==> src/rtl/seq_alu_if.sv <==
// rtl/seq_alu_if.sv - request/response bundle between control_unit and seq_alu
// Purpose: carries one ALU request (operands, opcode, SREG snapshot) towards
//   the ALU and its busy/done status, result and updated SREG back.
// Signals:
//   start      request strobe, honoured only while busy=0
//   op         4-bit opcode
//   rd, rr     DATA_WIDTH operands
//   cin_en     ADD/SUB consume flags_in[C]
//   cout_en    ADD/SUB write C (else C copied from flags_in)
//   flags_in   SREG snapshot {I,T,H,S,V,N,Z,C}
//   busy       multiply in progress
//   done       one-cycle pulse, result/flags_out valid
//   result     2*DATA_WIDTH result
//   flags_out  updated SREG
// Modports: master drives the request side, slave is the ALU.
interface seq_alu_if #(
  parameter int DATA_WIDTH = 8
);
  logic                    start;
  logic [3:0]              op;
  logic [DATA_WIDTH-1:0]   rd;
  logic [DATA_WIDTH-1:0]   rr;
  logic                    cin_en;
  logic                    cout_en;
  logic [7:0]              flags_in;
  logic                    busy;
  logic                    done;
  logic [2*DATA_WIDTH-1:0] result;
  logic [7:0]              flags_out;

  modport master (
    output start, op, rd, rr, cin_en, cout_en, flags_in,
    input  busy, done, result, flags_out
  );

  modport slave (
    input  start, op, rd, rr, cin_en, cout_en, flags_in,
    output busy, done, result, flags_out
  );
endinterface

==> src/rtl/seq_alu.sv <==
// rtl/seq_alu.sv - multi-cycle ALU with start/busy/done handshake
// Purpose: single-cycle arithmetic/logic/shift ops with registered result and
//   SREG update, plus iterative shift-add multiply (MUL/MULS/MULSU) producing
//   an exact 2*DATA_WIDTH product, one partial product per cycle.
// Ports:
//   clk    rising-edge clock
//   reset  synchronous, active-high
//   bus    seq_alu_if.slave: start/op/rd/rr/cin_en/cout_en/flags_in in,
//          busy/done/result/flags_out out
module seq_alu #(
  parameter int DATA_WIDTH = 8
) (
  input logic      clk,
  input logic      reset,
  seq_alu_if.slave bus
);
  localparam int W  = DATA_WIDTH;
  localparam int PW = 2 * DATA_WIDTH;
  localparam int CW = $clog2(DATA_WIDTH);

  localparam logic [3:0] OP_ADD   = 4'd0;
  localparam logic [3:0] OP_SUB   = 4'd1;
  localparam logic [3:0] OP_AND   = 4'd2;
  localparam logic [3:0] OP_OR    = 4'd3;
  localparam logic [3:0] OP_XOR   = 4'd4;
  localparam logic [3:0] OP_NEG   = 4'd5;
  localparam logic [3:0] OP_COM   = 4'd6;
  localparam logic [3:0] OP_LSR   = 4'd7;
  localparam logic [3:0] OP_ASR   = 4'd8;
  localparam logic [3:0] OP_ROR   = 4'd9;
  localparam logic [3:0] OP_MUL   = 4'd10;
  localparam logic [3:0] OP_MULS  = 4'd11;
  localparam logic [3:0] OP_MULSU = 4'd12;

  localparam int F_C = 0;
  localparam int F_H = 5;
  localparam int F_T = 6;
  localparam int F_I = 7;

  typedef enum logic [1:0] {
    S_IDLE = 2'd0,
    S_MUL  = 2'd1,
    S_DONE = 2'd2
  } state_t;

  state_t state;
  state_t state_next;

  logic          accept;
  logic          is_mul_op;

  // multiply datapath
  logic [CW-1:0] cnt;
  logic [PW-1:0] mcand;
  logic [W-1:0]  mplier;
  logic [PW-1:0] acc;
  logic [PW-1:0] acc_next;
  logic [PW-1:0] pp;
  logic          neg_last;
  logic [7:0]    mul_flags_base;

  // single-cycle datapath
  logic [W-1:0]  a;
  logic [W-1:0]  b;
  logic [W-1:0]  r;
  logic          cin;
  logic          c_f;
  logic          h_f;
  logic          v_f;
  logic          n_f;
  logic          z_f;
  logic [W:0]    sum_w;
  logic [4:0]    sum_n;
  logic [7:0]    alu_flags;
  logic [PW-1:0] alu_result;

  // output registers
  logic          done_q;
  logic [PW-1:0] result_q;
  logic [7:0]    flags_q;

  assign is_mul_op = (bus.op == OP_MUL) || (bus.op == OP_MULS) || (bus.op == OP_MULSU);
  // DONE is not busy, so a new request can be taken in the done cycle.
  assign accept    = bus.start && (state != S_MUL);

  // State register
  always_ff @(posedge clk) begin
    if (reset) begin
      state <= S_IDLE;
    end else begin
      state <= state_next;
    end
  end

  // Next-state logic
  always_comb begin
    state_next = state;
    case (state)
      S_IDLE, S_DONE: state_next = (accept && is_mul_op) ? S_MUL : S_IDLE;
      S_MUL:          state_next = (cnt == '0) ? S_DONE : S_MUL;
      default:        state_next = S_IDLE;
    endcase
  end

  // Output logic
  always_comb begin
    bus.busy      = (state == S_MUL);
    bus.done      = done_q;
    bus.result    = result_q;
    bus.flags_out = flags_q;
  end

  // Single-cycle ops evaluated straight from the request so they can be
  // registered on the accepting edge.
  always_comb begin
    a     = bus.rd;
    b     = bus.rr;
    cin   = bus.cin_en & bus.flags_in[F_C];
    sum_w = '0;
    sum_n = '0;
    r     = '0;
    c_f   = bus.flags_in[F_C];
    h_f   = bus.flags_in[F_H];
    v_f   = 1'b0;
    case (bus.op)
      OP_ADD: begin
        sum_w = {1'b0, a} + {1'b0, b} + {{W{1'b0}}, cin};
        sum_n = {1'b0, a[3:0]} + {1'b0, b[3:0]} + {4'b0000, cin};
        r     = sum_w[W-1:0];
        if (bus.cout_en) c_f = sum_w[W];
        h_f   = sum_n[4];
        v_f   = (a[W-1] & b[W-1] & ~r[W-1]) | (~a[W-1] & ~b[W-1] & r[W-1]);
      end
      OP_SUB: begin
        // Bit W / bit 4 of the widened difference is the borrow.
        sum_w = {1'b0, a} - {1'b0, b} - {{W{1'b0}}, cin};
        sum_n = {1'b0, a[3:0]} - {1'b0, b[3:0]} - {4'b0000, cin};
        r     = sum_w[W-1:0];
        if (bus.cout_en) c_f = sum_w[W];
        h_f   = sum_n[4];
        v_f   = (a[W-1] & ~b[W-1] & ~r[W-1]) | (~a[W-1] & b[W-1] & r[W-1]);
      end
      OP_AND: r = a & b;
      OP_OR:  r = a | b;
      OP_XOR: r = a ^ b;
      OP_NEG: begin
        r   = -a;
        c_f = (r != '0);
        v_f = (r == {1'b1, {(W-1){1'b0}}});
        h_f = r[3] | a[3];
      end
      OP_COM: begin
        r   = ~a;
        c_f = 1'b1;
      end
      OP_LSR: begin
        r   = {1'b0, a[W-1:1]};
        c_f = a[0];
        v_f = r[W-1] ^ a[0];
      end
      OP_ASR: begin
        r   = {a[W-1], a[W-1:1]};
        c_f = a[0];
        v_f = r[W-1] ^ a[0];
      end
      OP_ROR: begin
        r   = {bus.flags_in[F_C], a[W-1:1]};
        c_f = a[0];
        v_f = r[W-1] ^ a[0];
      end
      default: ;
    endcase
    z_f        = (r == '0);
    n_f        = r[W-1];
    alu_flags  = {bus.flags_in[F_I], bus.flags_in[F_T], h_f, n_f ^ v_f, v_f, n_f, z_f, c_f};
    alu_result = {{W{1'b0}}, r};
    if (bus.op > OP_MULSU) begin
      alu_flags  = bus.flags_in;
      alu_result = '0;
    end
  end

  // One partial product per cycle. The multiplicand is pre-extended to PW
  // bits (sign-extended when rd is signed) so every addition is exact mod
  // 2^PW. For MULS the multiplier MSB has negative weight, so the last
  // partial product is subtracted instead of added.
  always_comb begin
    pp       = mplier[0] ? mcand : '0;
    acc_next = ((cnt == '0) && neg_last) ? (acc - pp) : (acc + pp);
  end

  always_ff @(posedge clk) begin
    if (reset) begin
      cnt            <= '0;
      mcand          <= '0;
      mplier         <= '0;
      acc            <= '0;
      neg_last       <= 1'b0;
      mul_flags_base <= '0;
      done_q         <= 1'b0;
      result_q       <= '0;
      flags_q        <= '0;
    end else begin
      done_q <= 1'b0;
      if (state == S_MUL) begin
        acc    <= acc_next;
        mcand  <= mcand << 1;
        mplier <= mplier >> 1;
        cnt    <= cnt - CW'(1);
        if (cnt == '0) begin
          done_q   <= 1'b1;
          result_q <= acc_next;
          flags_q  <= {mul_flags_base[7:2], (acc_next == '0), acc_next[PW-1]};
        end
      end
      if (accept) begin
        if (is_mul_op) begin
          cnt            <= CW'(W - 1);
          acc            <= '0;
          mcand          <= (bus.op == OP_MUL) ? {{W{1'b0}}, bus.rd}
                                               : {{W{bus.rd[W-1]}}, bus.rd};
          mplier         <= bus.rr;
          neg_last       <= (bus.op == OP_MULS);
          mul_flags_base <= bus.flags_in;
        end else begin
          done_q   <= 1'b1;
          result_q <= alu_result;
          flags_q  <= alu_flags;
        end
      end
    end
  end
endmodule
==> src/flat_wrapper.sv <==
// flat-port wrapper written by rule: the top's interface ports become plain ports
module seq_alu_flat 
#(
  parameter int DATA_WIDTH = 8
)
  (clk, reset, bus_start, bus_op, bus_rd, bus_rr, bus_cin_en, bus_cout_en, bus_flags_in, bus_busy, bus_done, bus_result, bus_flags_out);
  seq_alu_if #(.DATA_WIDTH(DATA_WIDTH)) bus_i ();
  input logic clk;
  input logic reset;
  input wire logic [$bits(bus_i.start)-1:0] bus_start;
  input wire logic [$bits(bus_i.op)-1:0] bus_op;
  input wire logic [$bits(bus_i.rd)-1:0] bus_rd;
  input wire logic [$bits(bus_i.rr)-1:0] bus_rr;
  input wire logic [$bits(bus_i.cin_en)-1:0] bus_cin_en;
  input wire logic [$bits(bus_i.cout_en)-1:0] bus_cout_en;
  input wire logic [$bits(bus_i.flags_in)-1:0] bus_flags_in;
  output wire logic [$bits(bus_i.busy)-1:0] bus_busy;
  output wire logic [$bits(bus_i.done)-1:0] bus_done;
  output wire logic [$bits(bus_i.result)-1:0] bus_result;
  output wire logic [$bits(bus_i.flags_out)-1:0] bus_flags_out;
  assign bus_i.start = bus_start;
  assign bus_i.op = bus_op;
  assign bus_i.rd = bus_rd;
  assign bus_i.rr = bus_rr;
  assign bus_i.cin_en = bus_cin_en;
  assign bus_i.cout_en = bus_cout_en;
  assign bus_i.flags_in = bus_flags_in;
  assign bus_busy = bus_i.busy;
  assign bus_done = bus_i.done;
  assign bus_result = bus_i.result;
  assign bus_flags_out = bus_i.flags_out;
  seq_alu #(.DATA_WIDTH(DATA_WIDTH)) u_core (.clk(clk), .reset(reset), .bus(bus_i));
endmodule
==> config.mk <==
export PLATFORM = sky130hd
export DESIGN_NAME = seq_alu_flat
export DESIGN_NICKNAME = d
export VERILOG_FILES = /design/src/rtl/seq_alu_if.sv /design/src/rtl/seq_alu.sv /design/src/flat_wrapper.sv
export SDC_FILE = /design/constraint.sdc
export NUM_CORES = 1
export LEC_CHECK = 0
export CORE_AREA = 2 2 113 115
export CTS_BUF_LIST = sky130_fd_sc_hd__clkbuf_4
export CTS_CLUSTER_SIZE = 30
export DETAILED_ROUTE_END_ITERATION = 10
export DIE_AREA = 0 0 115 117
export PLACE_DENSITY = 0.71
export SYNTH_ARGS = -nofsm -noshare
export SYNTH_HDL_FRONTEND = slang
export SYNTH_SLANG_ARGS = --single-unit
==> constraint.sdc <==
create_clock -name clk -period 5.59 [get_ports clk]
set_clock_uncertainty 0.15 [all_clocks]
set_input_delay 1.3975 -clock clk [delete_from_list [all_inputs] [get_ports clk]]
set_output_delay 1.3975 -clock clk [all_outputs]
set_load 0.02 [all_outputs]
=== Word level (Yosys, flattened, before mapping) ===
Index checks and enable logic that the tools add are counted.

* Register bits after elaboration: 79
* Bits in latches: 0
* Memory bits (writable): 0
* Bits in read-only memories: 0
* Output and inout port bits: 26
* Word-level logic and storage cells: 114
* Memories kept: 0

* Add/sub/neg operators: 12
* Multipliers: 0
* Div/mod/pow operators: 0
* $lt $le $gt $ge: 1
* Eq/ne operators: 16
* Shift operators: 0
* Muxes and demuxes: 38
* Bitwise logic cells: 23
* Reductions and logical operators: 14

{| class="wikitable"
|+ Operators with widths
! kind !! number
|-
| 16-bit two-way mux || 13
|-
| 8-bit case mux with 10 select lines || 1
|-
| 8-bit two-way mux || 8
|-
| 4-bit == test, second input constant || 5
|-
| 16-bit adder || 1
|-
| 4-bit by 3-bit == test with 1-bit output, second input constant || 4
|-
| 16-bit zero test || 1
|-
| 16-bit subtractor || 1
|-
| 8-bit by 8-bit adder with 9-bit output || 1
|-
| 9-bit by 1-bit adder with 9-bit output || 1
|-
| 1-bit bitwise AND || 9
|-
| 3-bit two-way mux || 3
|-
| 8-bit by 8-bit subtractor with 9-bit output || 1
|-
| 9-bit by 1-bit subtractor with 9-bit output || 1
|-
| 8-bit bitwise AND || 1
|-
| 4-bit by 2-bit == test with 1-bit output, second input constant || 2
|-
| 8-bit == test, second input constant || 1
|-
| 8-bit zero test || 1
|-
| 8-bit negator || 1
|-
| 8-bit NOT || 1
|-
| 8-bit bitwise OR || 1
|-
| 8-bit nonzero test || 1
|-
| 8-bit bitwise XOR || 1
|-
| 1-bit two-way mux || 7
|-
| 27 further kinds || 37
|}

=== Logic depth before layout (Yosys ltp) ===
* Depth in word-level cells: 10
* Depth in mapped cells: 18

=== Worst setup path after synthesis ===
OpenSTA, ideal clock, no wires.

* Kind: in2reg
* Start point: in bus_rd[4]
* End point: reg u_core.flags_q[4], in the netlist u_core.bus.flags_out[4]
* Setup time: 114 ps
* Data arrival time: 3930 ps
* Required time: 5326 ps
* Path slack: 1396 ps
* Cell stages on the path: 13
* Path through: clkbuf_1 inv_1 ha_1 ha_1 nor2_1 a311oi_1 a21o_1 a21oi_1 xnor2_1 mux2i_1 o211a_1 o2111a_1 a2111oi_0

* Longest elaborated chain between the ends: 10

{| class="wikitable"
|+ RTL lines
! what !! RTL line !! text
|-
| start, declared || flat_wrapper.sv:12 || <nowiki>input wire logic [$bits(bus_i.rd)-1:0] bus_rd;</nowiki>
|-
| 8-bit by 8-bit subtractor with 9-bit output / 8-bit by 8-bit adder with 9-bit output (equally long branches) || seq_alu.sv:136, seq_alu.sv:127 ||
|-
| 9-bit by 1-bit subtractor with 9-bit output / 9-bit by 1-bit adder with 9-bit output (equally long branches) || seq_alu.sv:136, seq_alu.sv:127 ||
|-
| 1-bit NOT (on tied branches) || seq_alu.sv:141, seq_alu.sv:132 ||
|-
| 1-bit bitwise AND (on tied branches) || seq_alu.sv:141, seq_alu.sv:132 ||
|-
| 1-bit bitwise OR (on tied branches) || seq_alu.sv:141, seq_alu.sv:132 ||
|-
| 1-bit case mux with 6 select lines || seq_alu.sv:125 || <nowiki>case (bus.op)</nowiki>
|-
| 1-bit bitwise XOR * || seq_alu.sv:175 || <nowiki>alu_flags = {bus.flags_in[F_I], bus.flags_in[F_T], h_f, n_f ^ v_f, v_f, n_f, z_f, c_f};</nowiki>
|-
| 6-bit two-way mux * || seq_alu.sv:177 || <nowiki>if (bus.op > OP_MULSU) begin</nowiki>
|-
| 8-bit two-way mux * || seq_alu.sv:217 || <nowiki>if (is_mul_op) begin</nowiki>
|-
| 8-bit two-way mux * || seq_alu.sv:216 || <nowiki>if (accept) begin</nowiki>
|-
| end signal, assigned || seq_alu.sv:213 || <nowiki>flags_q <= {mul_flags_base[7:2], (acc_next == '0), acc_next[PW-1]};</nowiki>
|-
| end signal, assigned || seq_alu.sv:228 || <nowiki>flags_q <= alu_flags;</nowiki>
|-
| end, declared || seq_alu.sv:80 || <nowiki>logic [7:0] flags_q;</nowiki>
|}

Mark *: on every way between the ends. The rest lies on a longest branch, timed or not.
A chain may end at the register's enable or synchronous reset.

=== Final worst setup path ===
* Start point: in bus_rr[0]
* End point: reg u_core.flags_q[4], in the netlist u_core.bus.flags_out[4]

* Longest elaborated chain between the ends: 10

{| class="wikitable"
|+ RTL lines
! what !! RTL line !! text
|-
| start, declared || flat_wrapper.sv:13 || <nowiki>input wire logic [$bits(bus_i.rr)-1:0] bus_rr;</nowiki>
|-
| 8-bit by 8-bit subtractor with 9-bit output / 8-bit by 8-bit adder with 9-bit output (equally long branches) || seq_alu.sv:136, seq_alu.sv:127 ||
|-
| 9-bit by 1-bit subtractor with 9-bit output / 9-bit by 1-bit adder with 9-bit output (equally long branches) || seq_alu.sv:136, seq_alu.sv:127 ||
|-
| 1-bit NOT (on tied branches) || seq_alu.sv:141, seq_alu.sv:132 ||
|-
| 1-bit bitwise AND (on tied branches) || seq_alu.sv:141, seq_alu.sv:132 ||
|-
| 1-bit bitwise OR (on tied branches) || seq_alu.sv:141, seq_alu.sv:132 ||
|-
| 1-bit case mux with 6 select lines || seq_alu.sv:125 ||
|-
| 1-bit bitwise XOR * || seq_alu.sv:175 ||
|-
| 6-bit two-way mux * || seq_alu.sv:177 ||
|-
| 8-bit two-way mux * || seq_alu.sv:217 ||
|-
| 8-bit two-way mux * || seq_alu.sv:216 ||
|}

Marks and branches as above.

==> flow_summary.toml <==
[cts]
cts_htree_levels = 3
cts_resized = 0
root_buffer = "clkbuf_4"
cts_sinks = 77
tritoncts = "yes"
clkTransAtPathRegs_ns = 0.14
cts_buffers = 9
clk_latency_ns = 0.46
cts.path.max_buffers = 2
post-cts-setup-buffers = 0
cts_hold_buf = 0

[worst_setup_path]
crit_path_max_incr_delay_ns = 0.59
timing.rr.end = "u_core.bus.flags_out[1]"
slowest_stage = "clkdlybuf4s50_1"
crit_arrival_ns = 5.01
r2r_start = "u_core.cnt[0]"
path_max_fanout = 4
crit_chain = "clkdlybuf4s50_1, inv_1, fa_1, ha_1, o21ai_0, a311oi_1, a21o_1, a21oi_1, xnor2_1, a221oi_1, nor3b_1, a2111oi_0"
critical_path_class = "input port to register"
r2r_setup_slack_ns = 1.23
r2r_cells = 16
critPathCaptureType = "register"
cp_top_family = "compound AO/OA/AOI/OAI gates"
cp.required_ns = 5.79
critical_path_buf_inv_count = 2
worstSetupStartpoint = "bus_rr[0]"
start_kind = "input port"

[cells_and_area]
syn2layout_area_growth_pct = 14.3
final_cells = 1002
layout.cells.most_common_list = "123 x nand2_1, 79 x nor2_1, 77 x dfxtp_1"
stdcell_area_um2 = 6900
layout.nets = 936
drive_above_1_share_pct = 6.46
post-route-util_pct = 56.0
final_common_cell = "nand2_1"
diodes = 0

[yosys]
ys_types = 68
syn_avg_cell_area_um2 = 7.50
syn_inst = 805
ys_top_cells_by_area = "dfxtp_1 26%, ha_1 11%, nand2_1 7.7%"
synthesis.nets = 894
yosysSeqAreaShare_pct = 25.5
yosys_warnings = 0
synth-async-reset-ratio_pct = 0
synth_top_area_share_pct = 25.5
synth_seq_cells = 77
synth_enable_flop_cells = 0
netlist_area_um2 = 6030
synthFlopType = "dfxtp_1"
yosys.area.top_type = "dfxtp_1"

[floorplanning]
fp.dieW_um = 115
coreArea_um2 = 12300
row_count = 41
initial_core_util_pct = 49.0
die_h_um = 117
dieArea_um2 = 13500
io_pins = 59

[grt]
grt_pass1_wl_mm = 29.2
grt_pass1_vias = 5733
overflow = 0
grt_max_degree = 45
antenna_found_initial = 0
grt_usage_pct = 27.8

[outcome]
status = "finished clean"

[placed_design]
dp.cells = 986
preCtsSetupSlack_ns = 0.321
numPortBuffers = 58
dpl-instance-area_um2 = 6770
hpwl_mm = 14.0
place_congestion = 1.00

[sta]
setup_viol = 0
setup-tns-final_ns = 0
rsz0062_at_grt = "false"
period_needed_ns = 4.81
max_slew_margin_pct = 25.7
maxSlewViolCount = 0
fmax_mhz = 208
worst_slew_pin_slew_ns = 1.10
finalCritPeriodShare_pct = 86.0
setup_slack_ns = 0.780
hold_viol_final = 0

[routing]
dr.pass1.iters = 5
wl_mm = 18.3
ant_nets = 0
drc = 0
via_count = 6060
wire_per_inst_um = 18.2
drt_iter0_drc = 632
vias_per_cell = 6.05

[hold_path]
holdCritPathClass = "register to register"
hold_path_end = "u_core.bus.result[15]"
hold_path_depth = 2
hold_start = "u_core.bus.result[15]"

[power]
power_leakage_nw = 2.72
powerDensity_nw_per_um2 = 207
vdd_drop_max_mv = 0.0710

[run]
drv_cap = 0
how the worst max path moves through the flow:
stage | endpoint | slack [ns] | depth (start not counted)
5_1_grt | u_core.bus.flags_out[4] | 0.59 | 12
6_report | u_core.bus.flags_out[4] | 0.78 | 12
3_3_place_gp | u_core.bus.flags_out[4] | 0.40 | 12
3_5_place_dp | u_core.bus.flags_out[4] | 0.32 | 12
2_1_floorplan | u_core.bus.flags_out[4] | 1.40 | 13
4_1_cts | u_core.bus.flags_out[4] | 0.83 | 12
tightest hold or removal path, stage by stage, from the launching register on:
cell and delay, ns:
dfxtp_1 0.34, nand2_1 0.05, a21oi_1 0.05
synth_stat cells (4+ instances only):
cell type    n
nand2_1    123
fa_1         5
buf_2        4
mux2i_1     13
nand3_1     15
a21oi_1     68
o31ai_1      4
a221oi_1     6
xnor2_1     25
or3_1        5
nor2b_1     10
a311oi_1    15
nor3_1      17
and2_1       5
a31oi_1      9
or2_2        4
dfxtp_1     77
ha_1        51
o22ai_1      8
clkbuf_1    40
a22oi_1     11
xor2_1      12
a211oi_1    10
nor2_1      79
nand4_1      5
nor3b_1      4
o21a_1      10
inv_1       42
nand2b_1    14
nor4_1       8
a2111oi_0    5
o21ai_0     35
a21o_1       6
o211ai_1     6
flip-flops by register name, indices dropped and copies added, names as in the netlist:
register               count
u_core.acc                16
u_core.mplier              8
u_core.bus.done            1
u_core.state               2
u_core.bus.flags_out       8
u_core.mcand              16
u_core.cnt                 3
u_core.bus.result         16
u_core.neg_last            1
u_core.mul_flags_base      6
cell type report:
| cell class | count | area [um2] |
|---|---|---|
| timing repair buffer | 78 | 731 |
| multi-input combinational | 639 | 4150 |
| clock inverter | 7 | 57.6 |
| sequential | 77 | 1540 |
| inverter | 42 | 158 |
| fill | 1206 | 5420 |
| tap | 150 | 188 |
| clock buffer | 9 | 67.6 |
where the power goes:
| part | switching [mW] | total (mW) | internal [mW] |
|---|---|---|---|
| logic | 0.301 | 0.516 | 0.215 |
| clock network | 0.225 | 0.322 | 0.0969 |
| registers | 0.0199 | 0.593 | 0.573 |
| total | 0.546 | 1.43 | 0.885 |
through the flow:
stage	hold slack, ns	power [mW]
after global placement	0.292	1.11
after CTS	0.323	1.43
after detailed placement	0.304	1.11
after global routing	0.341	1.52
after floorplan	0.287	0.951
final	0.318	1.43
routing by layer:
metal,up-vias,track usage (%),share of wire (%)
met5,-,0,0
met4,0,8.35,2.0
met3,30,4.58,4.9
met2,191,48.9,49
met1,2874,35.1,44
li1,2965,-,-
cell families (layout without fill, tap and decap cells):
logic type / count (synthesis) / count (layout) / synth area share, %
muxes: 15 / 15 / 2.53
and+or+nand+nor: 308 / 308 / 24.0
adders and majority gates: 56 / 56 / 12.2
AOI/OAI and AO/OA: 223 / 223 / 24.7
xor gates and xnor gates: 37 / 37 / 5.37
buffers and inverters: 89 / 136 / 5.62
DFF: 77 / 77 / 25.5
No activity file was read; power rests on OpenSTA's default activity.
